===== src/rtl/mem_port_arbiter_if.sv =====
// Request/grant/ack bundle between the three memory requesters, the arbiter
// and the single-port memory array.
interface mem_port_arbiter_if #(
    parameter int ADDR_W = 16,
    parameter int DATA_W = 16
);
    logic              if_req;
    logic [ADDR_W-1:0] if_addr;
    logic              dm_req;
    logic              dm_we;
    logic [ADDR_W-1:0] dm_addr;
    logic [DATA_W-1:0] dm_wdata;
    logic              dbg_req;
    logic [ADDR_W-1:0] dbg_addr;
    logic [2:0]        gnt;
    logic [2:0]        ack;
    logic [DATA_W-1:0] rdata;
    logic              mem_en;
    logic              mem_we;
    logic [ADDR_W-1:0] mem_addr;
    logic [DATA_W-1:0] mem_wdata;
    logic [DATA_W-1:0] mem_rdata;
    logic              busy;

    // Requester/memory side: drives requests and memory read data.
    modport master (
        output if_req, if_addr, dm_req, dm_we, dm_addr, dm_wdata,
        output dbg_req, dbg_addr, mem_rdata,
        input  gnt, ack, rdata, mem_en, mem_we, mem_addr, mem_wdata, busy
    );

    // Arbiter side.
    modport slave (
        input  if_req, if_addr, dm_req, dm_we, dm_addr, dm_wdata,
        input  dbg_req, dbg_addr, mem_rdata,
        output gnt, ack, rdata, mem_en, mem_we, mem_addr, mem_wdata, busy
    );
endinterface


===== src/rtl/mem_port_arbiter.sv =====
// Fixed-priority (DM > IF > DBG) arbiter for the shared single-port memory,
// with starvation guards on IF and DBG and a parameterised read latency.
module mem_port_arbiter #(
    parameter int ADDR_W     = 16,
    parameter int DATA_W     = 16,
    parameter int MEM_LAT    = 1,
    parameter int STARVE_MAX = 4
) (
    input  logic             clk,
    input  logic             rst,
    mem_port_arbiter_if.slave bus
);
    localparam int CNT_W = $clog2(STARVE_MAX + 1);

    typedef enum logic [2:0] {
        IDLE    = 3'd0,
        ISSUE   = 3'd1,
        WAIT    = 3'd2,
        CAPTURE = 3'd3,
        DONE    = 3'd4
    } state_t;

    state_t            state_reg, state_next;
    logic [2:0]        owner_reg, owner_next;
    logic [ADDR_W-1:0] addr_reg, addr_next;
    logic              we_reg, we_next;
    logic [DATA_W-1:0] wdata_reg, wdata_next;
    logic [2:0]        wait_cnt_reg, wait_cnt_next;
    logic [DATA_W-1:0] rdata_reg;

    logic       arb_fire;
    logic [2:0] pick;
    logic [1:0] starve_req, starve_win, starve_hit;

    assign arb_fire   = (state_reg == IDLE) && (bus.if_req || bus.dm_req || bus.dbg_req);
    assign starve_req = {bus.dbg_req, bus.if_req};
    assign starve_win = {pick[2], pick[0]};

    // Index 0 guards IF, index 1 guards DBG.
    generate
        for (genvar gi = 0; gi < 2; gi++) begin : g_starve
            logic [CNT_W-1:0] cnt_reg, cnt_next;

            always_comb begin
                cnt_next = cnt_reg;
                if (arb_fire) begin
                    if (starve_req[gi] && !starve_win[gi])
                        cnt_next = (cnt_reg == CNT_W'(STARVE_MAX)) ? cnt_reg : cnt_reg + 1'b1;
                    else
                        cnt_next = '0;
                end
            end

            always_ff @(posedge clk or negedge rst) begin
                if (!rst) cnt_reg <= '0;
                else      cnt_reg <= cnt_next;
            end

            assign starve_hit[gi] = starve_req[gi] && (cnt_reg == CNT_W'(STARVE_MAX));
        end
    endgenerate

    // A starved IF beats a starved DBG; otherwise the default order applies.
    always_comb begin
        pick = 3'b000;
        if (starve_hit[0])    pick = 3'b001;
        else if (starve_hit[1]) pick = 3'b100;
        else if (bus.dm_req)  pick = 3'b010;
        else if (bus.if_req)  pick = 3'b001;
        else if (bus.dbg_req) pick = 3'b100;
    end

    always_comb begin
        state_next    = state_reg;
        owner_next    = owner_reg;
        addr_next     = addr_reg;
        we_next       = we_reg;
        wdata_next    = wdata_reg;
        wait_cnt_next = wait_cnt_reg;
        case (state_reg)
            IDLE: begin
                if (arb_fire) begin
                    owner_next = pick;
                    addr_next  = pick[1] ? bus.dm_addr : (pick[0] ? bus.if_addr : bus.dbg_addr);
                    we_next    = pick[1] && bus.dm_we;
                    wdata_next = pick[1] ? bus.dm_wdata : '0;
                    state_next = ISSUE;
                end
            end
            ISSUE: begin
                wait_cnt_next = 3'd1;
                state_next    = (MEM_LAT > 1) ? WAIT : CAPTURE;
            end
            WAIT: begin
                if (wait_cnt_reg == 3'(MEM_LAT - 1)) state_next = CAPTURE;
                else wait_cnt_next = wait_cnt_reg + 3'd1;
            end
            CAPTURE: state_next = DONE;
            DONE:    state_next = IDLE;
            default: state_next = IDLE;
        endcase
    end

    always_ff @(posedge clk or negedge rst) begin
        if (!rst) begin
            state_reg    <= IDLE;
            owner_reg    <= 3'b000;
            addr_reg     <= '0;
            we_reg       <= 1'b0;
            wdata_reg    <= '0;
            wait_cnt_reg <= 3'd0;
            rdata_reg    <= '0;
        end else begin
            state_reg    <= state_next;
            owner_reg    <= owner_next;
            addr_reg     <= addr_next;
            we_reg       <= we_next;
            wdata_reg    <= wdata_next;
            wait_cnt_reg <= wait_cnt_next;
            if (state_reg == CAPTURE) rdata_reg <= bus.mem_rdata;
        end
    end

    // Memory bus is only driven during ISSUE so it reads as idle otherwise.
    assign bus.gnt       = (state_reg != IDLE) ? owner_reg : 3'b000;
    assign bus.ack       = (state_reg == DONE) ? owner_reg : 3'b000;
    assign bus.rdata     = rdata_reg;
    assign bus.mem_en    = (state_reg == ISSUE);
    assign bus.mem_we    = (state_reg == ISSUE) && we_reg;
    assign bus.mem_addr  = (state_reg == ISSUE) ? addr_reg : '0;
    assign bus.mem_wdata = (state_reg == ISSUE) ? wdata_reg : '0;
    assign bus.busy      = (state_reg != IDLE);
endmodule


===== src/flat_wrapper.sv =====
// flat-port wrapper written by rule: the top's interface ports become plain ports
module mem_port_arbiter_flat 
#(
    parameter int ADDR_W     = 16,
    parameter int DATA_W     = 16,
    parameter int MEM_LAT    = 1,
    parameter int STARVE_MAX = 4
)
  (clk, rst, bus_if_req, bus_if_addr, bus_dm_req, bus_dm_we, bus_dm_addr, bus_dm_wdata, bus_dbg_req, bus_dbg_addr, bus_mem_rdata, bus_gnt, bus_ack, bus_rdata, bus_mem_en, bus_mem_we, bus_mem_addr, bus_mem_wdata, bus_busy);
  mem_port_arbiter_if #(.ADDR_W(ADDR_W), .DATA_W(DATA_W)) bus_i ();
  input  logic clk;
  input  logic rst;
  input wire logic [$bits(bus_i.if_req)-1:0] bus_if_req;
  input wire logic [$bits(bus_i.if_addr)-1:0] bus_if_addr;
  input wire logic [$bits(bus_i.dm_req)-1:0] bus_dm_req;
  input wire logic [$bits(bus_i.dm_we)-1:0] bus_dm_we;
  input wire logic [$bits(bus_i.dm_addr)-1:0] bus_dm_addr;
  input wire logic [$bits(bus_i.dm_wdata)-1:0] bus_dm_wdata;
  input wire logic [$bits(bus_i.dbg_req)-1:0] bus_dbg_req;
  input wire logic [$bits(bus_i.dbg_addr)-1:0] bus_dbg_addr;
  input wire logic [$bits(bus_i.mem_rdata)-1:0] bus_mem_rdata;
  output wire logic [$bits(bus_i.gnt)-1:0] bus_gnt;
  output wire logic [$bits(bus_i.ack)-1:0] bus_ack;
  output wire logic [$bits(bus_i.rdata)-1:0] bus_rdata;
  output wire logic [$bits(bus_i.mem_en)-1:0] bus_mem_en;
  output wire logic [$bits(bus_i.mem_we)-1:0] bus_mem_we;
  output wire logic [$bits(bus_i.mem_addr)-1:0] bus_mem_addr;
  output wire logic [$bits(bus_i.mem_wdata)-1:0] bus_mem_wdata;
  output wire logic [$bits(bus_i.busy)-1:0] bus_busy;
  assign bus_i.if_req = bus_if_req;
  assign bus_i.if_addr = bus_if_addr;
  assign bus_i.dm_req = bus_dm_req;
  assign bus_i.dm_we = bus_dm_we;
  assign bus_i.dm_addr = bus_dm_addr;
  assign bus_i.dm_wdata = bus_dm_wdata;
  assign bus_i.dbg_req = bus_dbg_req;
  assign bus_i.dbg_addr = bus_dbg_addr;
  assign bus_i.mem_rdata = bus_mem_rdata;
  assign bus_gnt = bus_i.gnt;
  assign bus_ack = bus_i.ack;
  assign bus_rdata = bus_i.rdata;
  assign bus_mem_en = bus_i.mem_en;
  assign bus_mem_we = bus_i.mem_we;
  assign bus_mem_addr = bus_i.mem_addr;
  assign bus_mem_wdata = bus_i.mem_wdata;
  assign bus_busy = bus_i.busy;
  mem_port_arbiter #(.ADDR_W(ADDR_W), .DATA_W(DATA_W), .MEM_LAT(MEM_LAT), .STARVE_MAX(STARVE_MAX)) u_core (.clk(clk), .rst(rst), .bus(bus_i));
endmodule

===== config.mk =====
export PLATFORM = sky130hd
export DESIGN_NAME = mem_port_arbiter_flat
export DESIGN_NICKNAME = d
export VERILOG_FILES = /design/src/rtl/mem_port_arbiter_if.sv /design/src/rtl/mem_port_arbiter.sv /design/src/flat_wrapper.sv
export SDC_FILE = /design/constraint.sdc
export NUM_CORES = 1
export LEC_CHECK = 0
export BUFFER_PORTS_ARGS = -buffer_cell sky130_fd_sc_hd__buf_2
export CAP_MARGIN = 10
export CORE_MARGIN = 2
export CORE_UTILIZATION = 43
export DETAILED_ROUTE_END_ITERATION = 6
export PLACE_DENSITY = 0.78
export SLEW_MARGIN = 30
export SYNTH_ARGS = -nofsm -noshare
export SYNTH_HDL_FRONTEND = slang
export SYNTH_SLANG_ARGS = --single-unit

===== constraint.sdc =====
create_clock -name clk -period 1.4 [get_ports clk]
set_input_delay 0 -clock clk [delete_from_list [all_inputs] [get_ports clk]]
set_output_delay 0 -clock clk [all_outputs]
set_load 0.01 [all_outputs]

==> results.md, run 1 <==
- Outcome: finished with violations
- Violated checks: hold timing, setup timing
- Critical R2R Launch: u_core.g_starve[0].cnt_reg[1]$_DFFE_PN0P_
- Vias in the first global route: between 3,000 and 4,000
- DP Worst Slack: -0.2155 ns
- Combinational share of power: 66.2%
- Cell mode on critical path: buf_6
- Post-Route WL: ~18,000 um
- Share of cells above drive strength 1: between 60% and 70%
- Diodes inserted: 0
- Clk_skew: 0.009586 ns
- Root Driver: clkbuf_8
- Syn avg cell area: 9.946 um2
- Placed cell count: between 500 and 600
- CTS tree: done
- RSZ-0062 raised after global routing: true
- Hold WS: -0.02496 ns
- Reg2reg setup slack: -0.32 ns
- Period minus WS final: 1.742 ns
- Pleak: ~3.3 nW
- Critical Path RT: roughly 1.4 ns
- CP Launch Point: u_core.state_reg[1]$_DFFE_PN0P_
- Met3 wire length: between 1500 and 2000 um
- Final setup violation count: 103
- Worst Max-Slew Pin Slew: around 0.36 ns
- Routed Antenna Nets: 0
- Clk_lat worst skew: about 0.37 ns
- Critical Path Sink Type: output port
- Gr usage total: ~27%
- Netlist cell types: 44
- Area growth syn-to-layout: 103.4%
- Post-DP HPWL: approximately 6700 um
- Starting density of the core: a little over two fifths
- Synth top area cells: dfrtp_1 (48%), nand2_1 (6.9%), and3_1 (6.7%)
- # H-tree levels: 3
- Share of the synthesized area in the top cell type: between 40 and 50%
- Via density: 6.094
- Setup CP Type: flip-flop to output port
- Largest net degree at the start of global routing: 65
- Synth area leader: dfrtp_1
- Core area: about 7600 um2
- Layout Cells excl Fill: slightly above 700
- Drt wl/cell: approximately 25 um
- Pre-antenna DRT Iters: 4
- Die area: between 8000 and 9000 um2
- Clock Tree Buf Depth: 2
- Int Pwr: between 9 and 10 mW
- Ports: ~140
- Max-cap check violation count: 0
- Synth Register Bits: 64
- Switching power: between 6 and 7 mW
- Maximum vdd ir drop: around 1200 uV
- Final Hold Viols: 3
- Sw frac: between 40% and 50%
- Clock power share: between 10% and 20%
- Post-Syn Nets: roughly 430
- Min-delay worst type: primary input to flip-flop
- Setup ws final: -0.3415 ns
- First-pass GRT wire length: approximately 18,000 um
- Via count: 4,363
- Synth Cell Area: 3342 um2
- Worst r2r path cells: 8
- Crit-path slowest cell: dfrtp_1
- Antenna violations before repair: 0
- GR Overflow Total: 0
- Pwr/cell area: between 2000 and 2500 nW/um2
- Metal-1 WL: about 6200 um
- I/O Buffers: between 100 and 150
- CTS sink count: 64
- Post-synthesis cell count: ~340
- Reg-to-Reg End: u_core.addr_reg[12]$_DFFE_PN0P_
- Met2 WL post-DR: between 8000 and 9000 um
- Critical path arrival: around 1.7 ns
- Placement Rows: 32
- Drt drc: 0
- Max Fclk: about 570 MHz
- CTS Buf Count: 9
- Die height: ~92 um
- Crit path launch type: flip-flop
- Detailed Route Iter0 Violations: around 390
- GPL Wtd Cong: ~0.88
- Final nets: between 700 and 800
- Worst relative slew slack: 75.76%
- Synth warn: 0
- Setup tns final: -21.00 ns
- Critical path fanouts, max: 6
- Slew Viols, Final: 0
- Crit path cell chain: buf_6 > nor2_4 > buf_4 > buf_6 > and3_1 > buf_2
- Uppermost layer routed: met4
- Register area share after synthesis: between 40% and 50%
- Worst path max stage delay: ~0.42 ns
- Clock transition at path regs: 0.08 ns
- Tcrit/Tclk final: 124.4%
- Flop pwr share: between 20 and 25%
- Worst setup path endpoint: bus_mem_addr[0]
- Die X: roughly 92 um
==> timing repair <==
action / 4_1_cts / 5_1_grt
gates resized for setup: 44 / 186
pin swaps: 10 / 66
hold buffers: 59 / 0
buffers inserted: 15 / 21
gates cloned: 3 / 12
endpoints found under the setup margin: 92 / 102
endpoints found under the hold margin: 111 / 0
==> layout make-up <==
type,count,area [um2]
timing repair buffer,284,2476
multi-input combinational,239,2349
sequential,64,1604
fill,271,850.8
clock buffer,13,158.9
tap,102,127.6
inverter,11,41.29
clock inverter,3,40.04
==> Yosys cell counts (all sizes together) <==
library cell,n
or3,1
o22ai,17
nand3,4
clkbuf,8
xnor2,2
dfrtp,64
nand2,63
mux2,17
o211ai,1
a21o,2
o311ai,1
nor3,3
nor2,6
a21oi,5
nor2b,20
o31ai,18
and2b,1
nand2b,2
buf,15
o32ai,1
or4b,1
nor4,1
nor4b,2
inv,11
ha,6
o21ai,24
and3,37
o2111ai,1
and2,2
==> stage by stage <==
step | power, mW | util, % | area (um2)
after floorplan | 6.450 | - | 3417
after global placement | 8.312 | 58.52 | 4476
after detailed placement | 8.583 | 58.52 | 4476
after CTS | 11.30 | 73.53 | 5623
after global routing | 16.23 | 88.87 | 6797
final | 15.79 | 88.87 | 6797
==> power by group through the flow <==
stage | clock network (mW) | registers (mW) | logic (mW)
after floorplan | 0 | 3.26 | 3.19
after global placement | 0 | 3.21 | 5.11
after detailed placement | 0 | 3.28 | 5.31
after CTS | 1.64 | 3.23 | 6.43
after global routing | 1.79 | 3.63 | 10.8
final | 1.73 | 3.61 | 10.5
==> worst max-delay path: cells and delay by family (launching register included) <==
family / cells / cell delay (ns)
DFF: 1 / 0.42
and+or+nand+nor: 2 / 0.38
buffers and inverters: 4 / 0.55
==> logic make-up after synthesis <==
| logic type | after synthesis | synth area share, % |
|---|---|---|
| and+or+nand+nor | 143 | 23.25 |
| xor gates and xnor gates | 2 | 0.5242 |
| buffers and inverters | 34 | 4.942 |
| adders and majority gates | 6 | 2.246 |
| AOI/OAI and AO/OA | 70 | 15.39 |
| DFF | 64 | 47.92 |
| muxes | 17 | 5.728 |
==> metal layers <==
metal  vias up  track usage, %
met5         -               0
met3       166           6.081
met4         0           14.18
li1       1734               -
met1      2102           32.29
met2       361           46.14
==> worst min path at each step <==
| stage | depth (start not counted) | to | from |
|---|---|---|---|
| after floorplan | 0 | u_core.addr_reg[0]$_DFFE_PN0P_ | rst |
| after global placement | 2 | u_core.wdata_reg[1]$_DFFE_PN0P_ | rst |
| after detailed placement | 2 | u_core.we_reg$_DFFE_PN0P_ | rst |
| after CTS | 3 | u_core.addr_reg[6]$_DFFE_PN0P_ | bus_dbg_addr[6] |
| after global routing | 3 | u_core.addr_reg[6]$_DFFE_PN0P_ | bus_dbg_addr[6] |
| final | 3 | u_core.addr_reg[6]$_DFFE_PN0P_ | bus_dbg_addr[6] |
==> placed cells by master, fill, tap and decap left out, types with 6 or more instances in the layout <==
master           n
and3_4          25
nor2b_1         17
buf_4           34
o31ai_4          9
o21ai_2         12
inv_2            6
buf_2          115
o31ai_2          9
dlygate4sd3_1   59
o22ai_2          9
clkbuf_8        11
o22ai_1          7
mux2_4          17
nand2_2         11
nand2_1         33
clkbuf_16        7
buf_12           9
buf_6           57
dfrtp_1         62
and3_1          12
o21ai_1          9
nand2_4         18
Power figures use the tool's default switching activity.
==> run 2: changes to the inputs <==
Settings changed: SKIP_LAST_GASP set to 1.
==> run 2 against run 1 <==
Against the previous run: the run ends with DRC, hold timing, setup timing left; worst hold slack improved by 0.014 ns; non-clock buffer count down 8; first-iteration DRC count decreased by 21%; critical endpoint is now bus_mem_wdata[0]; largest cell class unchanged.
==> results.md, run 2 (synthesized netlist as in run 1, its figures left out) <==
- Outcome: finished with violations
- Violated checks: DRC, hold timing, setup timing
- # H-tree levels: 3
- Via count: about 4,000
- Max-cap check violation count: 0
- Pleak: approximately 3.2 nW
- Die X: about 90 um
- Most common cell after layout, fill and taps aside: buf_2
- Hold-critical path depth: 3
- Drt wl/cell: 22.52 um
- Diodes inserted: 0
- Worst r2r path cells: 8
- Routed Antenna Nets: 0
- End of the worst hold path: u_core.addr_reg[11]$_DFFE_PN0P_
- Post-DP HPWL: roughly 6700 um
- Finished Core Util: a little over four fifths
- Via density: between 5 and 6
- Root Driver: clkbuf_8
- DP Worst Slack: -0.2155 ns
- Reg2reg setup slack: -0.29 ns
- Setup ws final: -0.3196 ns
- First-pass GRT wire length: around 18,000 um
- Vias in the first global route: 3,609
- Final Hold Viols: 1
- Setup CP Type: flip-flop to output port
- Tcrit/Tclk final: 122.8%
- Clock Tree Buf Depth: 2
- Clk_lat worst skew: 0.35 ns
- Hold_sp: bus_dbg_addr[11]
- Pre-antenna DRT Iters: 7
- Ports: 143
- Final setup violation count: 102
- Critical path fanouts, max: 13
- Period minus WS final: between 1.5 and 2 ns
- Most frequent cells in the layout: buf_2 (129), dfrtp_1 (63), dlygate4sd3_1 (59)
- Worst Max-Slew Pin Slew: ~0.37 ns
- Worst relative slew slack: roughly 76%
- Placement Rows: 32
- Clk_skew: a little under 0.008 ns
- Clock transition at path regs: 0.07 ns
- Largest net degree at the start of global routing: between 60 and 70
- Gr usage total: 27.25%
- Min-delay worst type: primary input to flip-flop
- I/O Buffers: roughly 140
- Max Fclk: ~580 MHz
- Slew Viols, Final: 0
- Pwr/cell area: between 2000 and 2500 nW/um2
- Post-Route WL: 15,940 um
- GR Overflow Total: 0
- GPL Wtd Cong: ~0.88
- Die area: approximately 8500 um2
- Detailed Route Iter0 Violations: between 300 and 400
- Maximum vdd ir drop: a little over 1000 uV
- Critical path arrival: about 1.7 ns
- Area growth syn-to-layout: 93.15%
- Core area: between 7000 and 8000 um2
- Starting density of the core: a little over two fifths
- CTS tree: done
- Critical Path Sink Type: output port
- Die height: between 90 and 100 um
- CTS Buf Count: 9
- RSZ-0062 raised after global routing: true
- Hold WS: -0.01126 ns
- Reg-to-Reg End: u_core.addr_reg[11]$_DFFE_PN0P_
- Antenna violations before repair: 0
- Final Total Pwr: between 10 and 15 mW
- Share of cells above drive strength 1: roughly three fifths
- Crit path launch type: flip-flop
- Setup tns final: -17.04 ns
- CTS sink count: 64
- Drt drc: 1
- Final nets: 693
- Critical Path RT: between 1 and 1.5 ns
- Critical R2R Launch: u_core.g_starve[0].cnt_reg[0]$_DFFE_PN0P_
run 2: cell types whose count changed in the layout (fill, tap and decap cells not counted), moves of 4 or more:
cell and change:
buf_6 -25, buf_2 +14, and3_1 +12, and3_4 -12, o31ai_4 -9, mux2_2 +6, mux2_4 -6, o31ai_2 +6
nand2_2 -5, nand2_4 +4
run 2: per-layer routing:
metal | wire length [um] | vias to the layer above | share of wire, % | global-route usage, %
met1 | 5900 | 1980 | 37 | 31.95
met3 | 1200 | 82 | 7.5 | 5.177
met2 | 7844 | 296 | 49 | 45.83
li1 | - | 1715 | - | -
met4 | 998 | 0 | 6.3 | 17.29
met5 | 0 | - | 0 | 0
run 2: metrics by stage:
stage               area, um2  instances
finish                   6455        708
global route             6455        708
CTS                      5609        687
floorplan                3417        336
detailed placement       4476        595
global placement         4476        595
run 2: layout make-up:
type,instances,area (um2)
timing repair buffer,276,2295
clock buffer,13,158.9
sequential,64,1603
fill,333,1192
clock inverter,3,40.04
inverter,11,41.29
tap,102,127.6
multi-input combinational,239,2190
run 2: worst max-delay path by stage:
| stage | from | endpoint | cells after the start |
|---|---|---|---|
| floorplan | u_core.g_starve[1].cnt_reg[0]$_DFFE_PN0P_ | u_core.addr_reg[10]$_DFFE_PN0P_ | 7 |
| global placement | u_core.g_starve[1].cnt_reg[0]$_DFFE_PN0P_ | u_core.addr_reg[15]$_DFFE_PN0P_ | 6 |
| detailed placement | u_core.g_starve[1].cnt_reg[0]$_DFFE_PN0P_ | u_core.addr_reg[1]$_DFFE_PN0P_ | 6 |
| CTS | u_core.g_starve[1].cnt_reg[0]$_DFFE_PN0P_ | u_core.addr_reg[1]$_DFFE_PN0P_ | 7 |
| global route | u_core.state_reg[1]$_DFFE_PN0P_ | bus_mem_wdata[0] | 5 |
| finish | u_core.state_reg[1]$_DFFE_PN0P_ | bus_mem_wdata[0] | 5 |
run 2: timing repair:
action,4_1_cts,5_1_grt
hold buffers,59,0
gates cloned,3,9
endpoints found under the hold margin,111,0
endpoints found under the setup margin,92,102
pin swaps,10,55
buffers inserted,15,14
gates resized for setup,40,135
run 2: power breakdown:
part | internal (mW) | switching [mW]
Combinational | 4.74 | 4.43
Clock | 0.917 | 0.749
Sequential | 2.74 | 0.740
run 2: critical path: stages (launching register included):
cell	delay, ns
dfrtp_1	0.41
buf_6	0.15
nor2_4	0.22
buf_6	0.20
and3_1	0.23
buf_2	0.17
==> run 3: changes to the inputs <==
Settings changed: MAX_ROUTING_LAYER set to met4, SLEW_MARGIN 30 to 20.
==> run 3 against run 2 <==
Against the previous run: the run ends with hold timing, setup timing left; setup slack got worse by 0.043 ns; die area did not move; combinational power fell by 0.4%; clock power is essentially flat; count of clock-buffer cells in the layout stayed put; wire length is 2.1% lower; sequential power barely moved; sequential share of layout area decreased by 0.058 points; critical path depth grew 1; first-iteration DRC count decreased by 15%; final cell count up 0.28%; largest power group unchanged; final area increased by 0.23%.
==> results.md, run 3 (synthesized netlist as in run 1, its figures left out) <==
- Filler Cells Inserted: 349
- Die area: 8493 um2
- Critical path fanouts, max: 10
- Crit path cell chain: buf_4 > nor3_4 > buf_6 > nand2_8 > buf_12 > o31ai_1
- Share of cells above drive strength 1: about 60%
- Critical path arrival: between 1.5 and 2 ns
- Crit-path slowest cell: dfrtp_1
- Ports: between 100 and 150
- Switching power: just under 6 mW
- DP Worst Slack: -0.2155 ns
- Combinational share of power: a little under two thirds
- Placed cell count: about 600
- Clk_lat worst skew: between 0.3 and 0.4 ns
- Violated checks: hold timing, setup timing
- Clock Tree Buf Depth: 2
- Crit path launch type: flip-flop
- Reg-to-Reg End: u_core.addr_reg[3]$_DFFE_PN0P_
- Core area: 7647 um2
- Met1 usage: a little under a third
- Critical Path Sink Type: flip-flop
- Grt met2 use: 45.96%
- Drt wl/cell: 21.98 um
- Most frequent cells in the layout: buf_2 (129), dfrtp_1 (63), dlygate4sd3_1 (59)
- Area growth syn-to-layout: 93.60%
- Clock power share: between 10% and 20%
- Flop pwr share: 24.4%
- End of the worst hold path: u_core.addr_reg[11]$_DFFE_PN0P_
- Setup ws final: -0.3628 ns
- Pleak: 3.250 nW
- Worst r2r path cells: 6
- Routed Antenna Nets: 0
- Via count: 4,046
- Final nets: between 600 and 700
- Largest net degree at the start of global routing: 65
- RSZ-0062 raised after global routing: true
- Finished Core Util: between 80% and 90%
- Critical Path RT: ~1.6 ns
- Hold WS: -0.03007 ns
- Met3 usage in global routing: 4.930%
- Min-delay worst type: primary input to flip-flop
- First-pass GRT wire length: around 18,000 um
- Via density: approximately 5.7
- Hold-critical path depth: 3
- Vias in the first global route: approximately 3,600
- Maximum vdd ir drop: 1443 uV
- Die X: between 90 and 100 um
- I/O Buffers: about 140
- Post-Route WL: 15,610 um
- Setup CP Type: flip-flop to flip-flop
- Most common cell after layout, fill and taps aside: buf_2
- Period minus WS final: roughly 1.8 ns
- Setup tns final: -18.51 ns
- Worst relative slew slack: 76.22%
- Sw frac: 41.21%
- Gr usage total: roughly 28%
- Critical R2R Launch: u_core.state_reg[1]$_DFFE_PN0P_
- Max-cap check violation count: 0
- Final instance area: ~6500 um2
- Pwr/cell area: between 2000 and 2500 nW/um2
- Int Pwr: 8.408 mW
- Tcrit/Tclk final: 125.9%
- Detailed Route Iter0 Violations: 260
- Placement Rows: 32
- Die height: 92.16 um
- Max Fclk: roughly 570 MHz
- Antenna violations before repair: 1
- Layout Cells excl Fill: 710
- CTS tree: done
- Root Driver: clkbuf_8
- Final setup violation count: 102
- CTS sink count: between 60 and 70
- Starting density of the core: a little over two fifths
- Worst Max-Slew Pin Slew: around 0.36 ns
- Post-DP HPWL: about 6700 um
- Final Hold Viols: 1
- Reg2reg setup slack: -0.36 ns
- Pre-antenna DRT Iters: 5
- Worst path max stage delay: slightly above 0.4 ns
- Hold_sp: bus_dbg_addr[11]
- Outcome: finished with violations
- # H-tree levels: 3
- GR Overflow Total: 0
- Layer carrying the most global-route usage: met2
- Area of placed instances: between 4000 and 5000 um2
- Clock transition at path regs: ~0.07 ns
- Clk_skew: 0.01167 ns
- CTS Buf Count: 9
- Slew Viols, Final: 0
- GPL Wtd Cong: roughly 0.90
- Drt drc: 0
## run 3: cell types whose count changed in the layout (fill, tap and decap cells not counted), sizes merged
cell,previous run,this run
diode,0,1
buf,210,211
## run 3: per-layer routing
metal | wire (um) | up-vias
li1 | - | 1708
met1 | 6008 | 1973
met2 | 7713 | 283
met3 | 1121 | 82
met4 | 765 | 0
met5 | 0 | -
## run 3: power by group through the flow
stage	registers [mW]	logic (mW)	clock network, mW
final	3.50	9.13	1.68
after global routing	3.53	9.51	1.77
after CTS	3.23	6.41	1.64
after detailed placement	3.28	5.31	0
after global placement	3.21	5.11	0
after floorplan	3.26	3.19	0
## run 3: worst max-delay path by stage
stage / startpoint / cells after the start / slack, ns / endpoint
global placement: u_core.g_starve[1].cnt_reg[0]$_DFFE_PN0P_ / 6 / -0.11 / u_core.addr_reg[15]$_DFFE_PN0P_
detailed placement: u_core.g_starve[1].cnt_reg[0]$_DFFE_PN0P_ / 6 / -0.22 / u_core.addr_reg[1]$_DFFE_PN0P_
floorplan: u_core.g_starve[1].cnt_reg[0]$_DFFE_PN0P_ / 7 / -0.05 / u_core.addr_reg[10]$_DFFE_PN0P_
CTS: u_core.g_starve[1].cnt_reg[0]$_DFFE_PN0P_ / 7 / -0.20 / u_core.addr_reg[1]$_DFFE_PN0P_
finish: u_core.state_reg[1]$_DFFE_PN0P_ / 6 / -0.36 / u_core.addr_reg[3]$_DFFE_PN0P_
global route: u_core.state_reg[1]$_DFFE_PN0P_ / 6 / -0.42 / u_core.addr_reg[3]$_DFFE_PN0P_
## run 3: critical path, delay by kind of cell (launching register included)
family | cells | cell delay [ns]
compound gates | 1 | 0.30
flops | 1 | 0.41
simple gates | 2 | 0.39
buf+inv | 3 | 0.54
## run 3: stage by stage
step                      power (mW)  hold WS [ns]
after global routing           14.82      -0.02971
after detailed placement       8.583       0.04249
final                          14.30      -0.03007
after floorplan                6.450       -0.2956
after CTS                      11.28     0.0007402
after global placement         8.312       0.03854
## run 3: layout make-up
| type | count | area, um2 | share of cell area [%] |
|---|---|---|---|
| timing repair buffer | 277 | 2302 | 35.58 |
| sequential | 64 | 1603 | 24.77 |
| clock inverter | 3 | 40.04 | 0.6188 |
| clock buffer | 13 | 158.9 | 2.456 |
| multi-input combinational | 239 | 2195 | 33.92 |
| tap | 102 | 127.6 | 1.973 |
| antenna | 1 | 2.502 | 0.03868 |
| inverter | 11 | 41.29 | 0.6382 |
## run 3: what timing repair did
action,in CTS,in global routing
pin swaps,10,56
endpoints found under the setup margin,92,102
buffers inserted,15,15
gates cloned,3,9
hold buffers,59,0
endpoints found under the hold margin,111,0
resized for setup,40,136
